--- src/rtl/uart_tx.sv ---
// uart_tx: serial UART transmitter.
// A parallel word accepted on a single-cycle strobe is sent LSB-first as one frame:
// start bit, data bits, optional even/odd parity bit, stop bit.
// One bit is sent per tx_clk cycle.
// Both outputs come straight from flops.
// Each output flop is loaded with the value for the state being entered,
// so the line changes on the same edge as the state.
module uart_tx #(
  parameter int DATA_WIDTH = 8
) (
  input  logic                  tx_clk,
  input  logic                  res,
  input  logic [DATA_WIDTH-1:0] p_data_in,
  input  logic                  data_valid_in,
  input  logic                  par_en_in,
  input  logic                  par_typ_in,
  output logic                  s_data_out,
  output logic                  busy_out
);

  // The bit counter needs at least one bit, even when DATA_WIDTH is 1.
  localparam int CW = (DATA_WIDTH > 1) ? $clog2(DATA_WIDTH) : 1;

  typedef enum logic [2:0] {
    IDLE   = 3'd0,
    START  = 3'd1,
    DATA   = 3'd2,
    PARITY = 3'd3,
    STOP   = 3'd4
  } state_t;

  state_t                  state_q, state_d;
  logic [CW-1:0]           cnt_q, cnt_d;
  logic [CW-1:0]           cnt_inc;
  logic [DATA_WIDTH-1:0]   shadow_q, shadow_d;
  logic                    par_en_q, par_en_d;
  logic                    par_typ_q, par_typ_d;
  logic                    s_data_q, s_data_d;
  logic                    busy_q, busy_d;

  assign cnt_inc    = cnt_q + 1'b1;
  assign s_data_out = s_data_q;
  assign busy_out   = busy_q;

  // State, counter, shadow copies and output flops.
  // Reset abandons any partial frame at once.
  always_ff @(posedge tx_clk or posedge res) begin
    if (res) begin
      state_q   <= IDLE;
      cnt_q     <= '0;
      shadow_q  <= '0;
      par_en_q  <= 1'b0;
      par_typ_q <= 1'b0;
      s_data_q  <= 1'b1;
      busy_q    <= 1'b0;
    end else begin
      state_q   <= state_d;
      cnt_q     <= cnt_d;
      shadow_q  <= shadow_d;
      par_en_q  <= par_en_d;
      par_typ_q <= par_typ_d;
      s_data_q  <= s_data_d;
      busy_q    <= busy_d;
    end
  end

  // Next state plus the line level and busy flag for the state being entered.
  always_comb begin
    state_d   = state_q;
    cnt_d     = cnt_q;
    shadow_d  = shadow_q;
    par_en_d  = par_en_q;
    par_typ_d = par_typ_q;
    s_data_d  = 1'b1;
    busy_d    = 1'b1;
    unique case (state_q)
      IDLE: begin
        busy_d = 1'b0;
        // Requests are only sampled here, so strobes that arrive mid-frame are dropped.
        if (data_valid_in) begin
          shadow_d  = p_data_in;
          par_en_d  = par_en_in;
          par_typ_d = par_typ_in;
          state_d   = START;
          s_data_d  = 1'b0;
          busy_d    = 1'b1;
        end
      end
      START: begin
        state_d  = DATA;
        cnt_d    = '0;
        s_data_d = shadow_q[0];
      end
      DATA: begin
        if (cnt_q == CW'(DATA_WIDTH - 1)) begin
          cnt_d = '0;
          if (par_en_q) begin
            state_d  = PARITY;
            s_data_d = (^shadow_q) ^ par_typ_q;
          end else begin
            state_d  = STOP;
            s_data_d = 1'b1;
          end
        end else begin
          cnt_d    = cnt_inc;
          s_data_d = shadow_q[cnt_inc];
        end
      end
      PARITY: begin
        state_d  = STOP;
        s_data_d = 1'b1;
      end
      STOP: begin
        // Returning to IDLE guarantees at least one idle cycle between frames.
        state_d  = IDLE;
        s_data_d = 1'b1;
        busy_d   = 1'b0;
      end
      default: begin
        state_d  = IDLE;
        cnt_d    = '0;
        s_data_d = 1'b1;
        busy_d   = 1'b0;
      end
    endcase
  end

endmodule

--- config.mk ---
export PLATFORM = sky130hd
export DESIGN_NAME = uart_tx
export DESIGN_NICKNAME = d
export VERILOG_FILES = /design/src/rtl/uart_tx.sv
export SDC_FILE = /design/constraint.sdc
export NUM_CORES = 1
export LEC_CHECK = 0
export BUFFER_PORTS_ARGS = -buffer_cell sky130_fd_sc_hd__clkbuf_2
export CAP_MARGIN = 40
export CORE_MARGIN = 2
export CORE_UTILIZATION = 35
export CTS_CLUSTER_DIAMETER = 80
export DETAILED_ROUTE_END_ITERATION = 10
export PLACE_DENSITY = 0.62
export SKIP_CTS_REPAIR_TIMING = 1
export SLEW_MARGIN = 10
export SYNTH_ARGS = -nofsm -noshare
export SYNTH_HDL_FRONTEND = slang
export SYNTH_SLANG_ARGS = --single-unit
--- constraint.sdc ---
create_clock -name tx_clk -period 2 [get_ports tx_clk]
set_clock_uncertainty 0.2 [all_clocks]
set_input_delay 0.2 -clock tx_clk [delete_from_list [all_inputs] [get_ports tx_clk]]
set_output_delay 0.2 -clock tx_clk [all_outputs]
set_load 0.05 [all_outputs]
# Word level (Yosys, flattened, before mapping)
# Index checks and enable logic that the tools add are counted.
# totals
wordCells	37
out_inout_bits	2
reg_bits	18
# classes
order_cmp	1
n_reduce_logical	6
add_sub_neg	1
eq_ne	7
bitwise	1
mux	14
# op_table
operator	n
2-to-1 mux 3 bit	4
one-hot mux 3 bit (4 select lines)	1
parity 8 bit	1
equality test 3 x 2 -> 1 bit, second input constant	2
equality test 3 bit, second input constant	2
one-hot mux 3 bit (2 select lines)	1
OR reduction 3 bit	2
2-to-1 mux 1 bit	5
< comparator 3 x 4 -> 1 bit, second input constant	1
!= test 2 bit, second input constant	2
AND reduction 2 bit	2
adder 3 x 1 -> 3 bit, second input constant	1
binary-select mux 1 bit (select 3 bit)	1
equality test 3 x 1 -> 1 bit, second input constant	1
logical NOT 3 bit	1
one-hot mux 1 bit (3 select lines)	1
one-hot mux 1 bit (2 select lines)	1
XOR 1 bit	1

# Depth between registers and ports, before layout
# Gate-level depths: netlist of run 1.
# logic_depth
ltp_word	5
ltp_mapped	6
depth_no_buf	6

# Worst setup path after synthesis of run 1
# No wires, ideal clock.
# synth_path
kind	register -> register
start	register cnt_q[0]
end	register s_data_q, in the netlist s_data_out
setup_time_ps	89
path_stages_with_launch	7
required_ps	1711
period_less_slack_ps	1921
t_arrival_ps	1632
slack_ps	79
path_cell_list	dfrtp_1 -> ha_1 -> ha_1 -> mux4_1 -> mux2_2 -> o21ai_2 -> o211ai_1
# synth_between
elab_chain_cells	5
word_cells_on_any_way	6
cone_classes	add/sub (1); eq/ne (1); mux (4)
# synth_rtl
element	line_no	source
from (decl)	33	logic [CW-1:0] cnt_q, cnt_d;
from (signal assigned)	58	cnt_q <= cnt_d;
adder 3 x 1 -> 3 bit	41	assign cnt_inc = cnt_q + 1'b1;
binary-select mux 1 bit (select 3 bit)	106	s_data_d = shadow_q[cnt_inc];
2-to-1 mux 1 bit (implied by the code)	106	
2-to-1 mux 1 bit *	95	if (cnt_q == CW'(DATA_WIDTH - 1)) begin
one-hot mux 1 bit (3 select lines) *	76	unique case (state_q)
net s_data_d	38	logic s_data_q, s_data_d;
to (signal assigned)	62	s_data_q <= s_data_d;
to (decl)	38	
# Mark *: on every way through the listed nets, which the timed path passes. The rest lies on a longest branch. The select of a mux whose other input is x is not followed.
# A chain may end at the register's enable or synchronous reset.

# Worst setup path in the final report of run 1
# layout_path
start	register cnt_q[1]
end	register s_data_q, in the netlist s_data_out
# The elaborated chain is that of the path after synthesis.

==> out/results.txt, run 1 <==
status - completed
GPL Wtd Cong - 0.876
Yosys Warn Count - 0
vias in the first global route - 675
initial antenna violation count - 0
clock root cell - clkbuf_4
Max Slew Vio Count - 0
worst skew pair latency - 0.30 ns
Buffers on Ports - 14
CTS tree - done
worst-path fanout max - 3
DRC - 0
CP arrival - 1.91 ns
Slew HR - 55.6%
sequential fraction of the synthesis area - 49.1%
leading cell types by count after synthesis - dfrtp_1 (17), mux2_2 (10), nor2_1 (5)
leak pwr - 0.546 nW
Reg clk slew, reported paths - 0.10 ns
number of synthesized flops with an enable pin - 0
Synth async-reset ratio - 100%
routed len/inst - 12.8 um
CTS Buf Count - 3
via count - 660
Crit path required time - 2.03 ns
post-DP HPWL - 1.24 mm
largest net degree at the start of global routing - 19
post-synth top area share - 46.3%
Mapped Nets - 89
Area Growth Syn to Fin - 31.8%
Max VDD drop - 0.938 mV
# nets final - 121
GRT Util Overall - 12.5%
Hold Crit Class - input pin to flip-flop
Main synth FF type - dfrtp_1
CP Launch Type - flip-flop
Sum Neg Setup Slack - 0 ns
DRT antenna net count - 0
#FFs+latches synth - 18
library cells used by synthesis - 28
full die area - 3050 um2
vias per inst - 4.89
Boundary Pins - 15
Die Ht - 55.3 um
max-cap viol count - 0
total routed wirelength - 1.73 mm
Core Area - 2480 um2
Final period util - 94.1%
Worst-Margin Slew - 0.666 ns
hold violation total from the final report - 0
min Tclk post-route - 1.88 ns
Max Fclk - 532 MHz
Setup Viol. Count Final - 0
dominant cell by count in the synthesized netlist - dfrtp_1
row cnt - 18
H-tree Lvls - 1
antenna cells - 0
area leader, netlist - dfrtp_1
top cells by area, synth - dfrtp_1 (46%), mux2_2 (12%), mux4_1 (5.7%)
DRT Pass-1 Iters - 3
die width - 55.3 um
clock sink count - 18
Power Density - 1620 nW/um2
RSZ-0062 raised after global routing - false
CP endpoint kind - flip-flop
register-to-register setup slack - 0.12 ns
syn_area_per_cell - 12.4 um2
grt total ovfl - 0
Max Buffers Root-to-Sink - 2
DRT iter0 DRCs - 7
Fill cells - 233
Mapped Area - 920 um2
starting density of the core - 37.1%
Hold WS - 0.0187 ns
share of cells above drive strength 1 - 36.2%
Cells after Synth - 74
first-pass GRT wire length - 3.04 mm
CP Class - flip-flop to flip-flop
-- flip-flops by register name, indices dropped and copies added, names as in the netlist --
| name | flops |
|---|---|
| shadow_q | 8 |
| cnt_q | 3 |
| state_q | 3 |
| busy_out | 1 |
| par_en_q | 1 |
| par_typ_q | 1 |
| s_data_out | 1 |
-- worst paths after layout --
kind,startpoint,end,depth (start not counted)
setup / recovery,cnt_q[1],s_data_out,6
hold reg to reg,state_q[2],state_q[1],1
setup reg to reg,cnt_q[1],s_data_out,6
hold / removal,data_valid_in,busy_out,3
max in group asynchronous,res,shadow_q[4],3
min in group asynchronous,res,state_q[1],3
-- metrics by stage --
step           worst slack, ns  instances  power, mW  area, um2  util, %
2_1_floorplan           0.0792         74       1.49        920        -
3_3_place_gp             0.112        120       1.67       1050     42.4
3_5_place_dp            0.0575        120       1.71       1050     42.4
4_1_cts                 0.0372        124       1.94       1090     43.9
5_1_grt                 0.0338        135       2.13       1210     48.9
6_report                 0.119        135       1.96       1210     48.9
-- layer usage --
layer / GRT usage (%) / part of all wire (%) / up-vias
li1: - / - / 329
met1: 16.2 / 44 / 315
met2: 20.6 / 51 / 11
met3: 3.51 / 3.4 / 5
met4: 3.14 / 1.4 / 0
met5: 0 / 0 / -
-- logic make-up after synthesis --
logic type      count (synthesis)  share of synthesized area (%)
simple gates                   18                           9.39
flops                          18                           49.1
mux                            15                           21.2
compound gates                 11                           7.35
xor+xnor                        5                           7.89
buf+inv                         5                           2.31
fa+ha+maj                       2                           2.72
-- cells in the final DEF, fill, tap and decap left out --
| cell type | count |
|---|---|
| nor2_1 | 5 |
| o21ai_2 | 1 |
| ha_2 | 1 |
| buf_4 | 5 |
| a31oi_1 | 1 |
| clkbuf_2 | 14 |
| dfstp_2 | 1 |
| nand2_1 | 4 |
| nor2b_1 | 1 |
| clkbuf_8 | 1 |
| nor3_1 | 3 |
| dlygate4sd3_1 | 11 |
| clkbuf_4 | 3 |
| a32o_1 | 1 |
| a21oi_1 | 3 |
| nand2b_1 | 1 |
| o21ai_0 | 4 |
| mux4_1 | 2 |
| nand3_1 | 1 |
| xor3_1 | 1 |
| xnor2_1 | 2 |
| ha_4 | 1 |
| and2_1 | 1 |
| nor3b_1 | 1 |
| mux2i_1 | 3 |
| xor2_1 | 1 |
| or2_2 | 1 |
| mux2_2 | 10 |
| xnor3_1 | 1 |
| o211ai_1 | 1 |
| dfrtp_1 | 17 |
| inv_1 | 2 |
-- final cells by class --
type / instances / area [um2] / area share [%]
clock buffer: 4 / 36.3 / 2.99
inverter: 2 / 7.51 / 0.619
multi-input combinational: 51 / 462 / 38.1
sequential: 18 / 452 / 37.3
tap: 30 / 37.5 / 3.10
timing repair buffer: 30 / 218 / 18.0
-- worst max-delay path, stage by stage, from the launching register on --
cell and delay [ns]:
dfrtp_1 0.41, ha_2 0.19, ha_4 0.28, mux4_1 0.26, mux2_2 0.28, o21ai_2 0.11
o211ai_1 0.08
-- power by group --
group	total [mW]	internal, mW	switching [mW]
Sequential	0.694	0.549	0.145
Clock	0.224	0.111	0.112
Combinational	1.04	0.600	0.443
Total	1.96	1.26	0.701
Note: power is estimated with default switching activity, not from simulation.
==> run 2, diff against run 1 <==
ABC_AREA = 1   (was unset)
PLACE_DENSITY = 0.61   (was 0.62)
==> run 2 against run 1 <==
  * Die area up 15%
  * Critical endpoint unchanged
  * Cell area increased by 8.1%
  * Synthesized cell count increased by 74%
  * Hold slack better by 0.099 ns
  * Via count grew 31%
  * Largest cell class unchanged
  * Count of clock-buffer cells in the layout stayed put
==> out/results.txt, run 2 <==
# nets final - 173
register-to-register setup slack - 0.22 ns
CP endpoint kind - flip-flop
post-DP HPWL - 1.44 mm
CP Launch Type - flip-flop
Sum Neg Setup Slack - 0 ns
starting density of the core - 36.0%
most frequent cells in the layout - nand2_1 (33), inv_1 (23), dfrtp_1 (17)
clock root cell - clkbuf_4
Hold Crit Class - input pin to flip-flop
Largest regs - shadow_q (8), cnt_q (3), state_q (3)
area leader, netlist - dfrtp_1
vias per inst - 4.54
initial antenna violation count - 0
post-synth top area share - 39.7%
sequential fraction of the synthesis area - 42.2%
die width - 59.3 um
Final period util - 88.9%
Crit path required time - 2.04 ns
Main synth FF type - dfrtp_1
GRT Util Overall - 12.4%
leak pwr - 0.703 nW
CTS tree - done
Hold WS - 0.118 ns
Setup Viol. Count Final - 0
Mapped Nets - 144
routed len/inst - 10.4 um
DRT antenna net count - 0
syn_area_per_cell - 8.30 um2
commonest non-fill, non-tap cell in the layout - nand2_1
Area Growth Syn to Fin - 22.3%
number of synthesized flops with an enable pin - 0
Core Area - 2980 um2
max-cap viol count - 0
library cells used by synthesis - 26
leading cell types by count after synthesis - nand2_1 (33), inv_1 (23), dfrtp_1 (17)
Cells after Synth - 129
Max Buffers Root-to-Sink - 2
Max Fclk - 562 MHz
GPL Wtd Cong - 0.834
worst-path fanout max - 4
first-pass GRT wire length - 3.29 mm
Buffers on Ports - 14
largest net degree at the start of global routing - 19
Reg clk slew, reported paths - 0.10 ns
status - completed
min Tclk post-route - 1.78 ns
CP Class - flip-flop to flip-flop
worst skew pair latency - 0.30 ns
grt total ovfl - 0
dominant cell by count in the synthesized netlist - nand2_1
Largest Register - shadow_q
Mapped Area - 1070 um2
top cells by area, synth - dfrtp_1 (40%), nand2_1 (12%), inv_1 (8.1%)
Fill cells - 301
Final Power - 2.00 mW
#FFs+latches synth - 18
DRT iter0 DRCs - 19
Largest register FFs - 8
total routed wirelength - 1.97 mm
Max Slew Vio Count - 0
Max VDD drop - 0.698 mV
DRT Pass-1 Iters - 4
RSZ-0062 raised after global routing - false
DRC - 0
Die Ht - 59.3 um
antenna cells - 0
H-tree Lvls - 1
Worst-Margin Slew - 0.718 ns
hold violation total from the final report - 0
Slew HR - 52.0%
share of cells above drive strength 1 - 26.1%
CTS Buf Count - 3
row cnt - 20
via count - 863
Synth async-reset ratio - 100%
vias in the first global route - 750
Core Util, Final - 44.0%
full die area - 3520 um2
clock sink count - 18
Boundary Pins - 15
CP arrival - 1.81 ns
Power Density - 1530 nW/um2
Yosys Warn Count - 0
==> run 2: path summary, 6_finish.rpt <==
| check | cells after the start | endpoint | startpoint |
|---|---|---|---|
| max | 11 | s_data_out | cnt_q[0] |
| min | 5 | busy_out | data_valid_in |
| max in group asynchronous | 3 | shadow_q[3] | res |
| min reg2reg | 2 | cnt_q[1] | cnt_q[1] |
| min in group asynchronous | 3 | state_q[0] | res |
| max reg2reg | 11 | s_data_out | cnt_q[0] |
==> run 2: logic make-up after synthesis <==
family,Yosys count,synth area share (%)
AO/OA/AOI/OAI,21,14.6
XOR/XNOR,2,1.64
adder cells (fa/ha/maj),2,2.34
buffers and inverters,26,9.93
flip-flops,18,42.2
multiplexers,3,4.21
AND/OR/NAND/NOR,57,25.1
==> run 2: where the power goes <==
group	internal (mW)	total, mW	switching [mW]
Clock	0.0778	0.195	0.118
Sequential	0.539	0.714	0.175
Combinational	0.443	1.09	0.650
Total	1.06	2.00	0.943
==> run 2: final cells by class <==
type | instances | area [um2] | share of cell area [%]
Multi-Input combinational cell | 85 | 513 | 39.2
Timing Repair Buffer | 26 | 188 | 14.3
Inverter | 24 | 90.1 | 6.88
Clock buffer | 4 | 26.3 | 2.01
Tap cell | 33 | 41.3 | 3.15
Sequential cell | 18 | 452 | 34.5
==> run 2: layer usage <==
metal | routed length [um] | global-route usage (%) | share of wire [%]
met1 | 958 | 16.4 | 49
met2 | 921 | 19.3 | 47
met3 | 75 | 4.59 | 3.8
met4 | 12 | 2.92 | 0.61
met5 | 0 | 0 | 0
==> run 2: critical path, stage by stage, from the launching register on <==
cell	delay [ns]
dfrtp_1	0.40
ha_1	0.20
ha_1	0.29
inv_1	0.08
a21oi_1	0.12
o21ai_0	0.10
nand3_1	0.08
nand3_1	0.07
nand2_1	0.06
inv_1	0.03
nand2_1	0.05
nand2_1	0.04
==> run 2: stage by stage <==
step,instance area (um2),setup slack (ns),instances
after global routing,1310,0.101,190
after floorplan,1070,0.365,129
after global placement,1170,0.309,175
after detailed placement,1170,0.252,175
after CTS,1200,0.223,179
final,1310,0.222,190
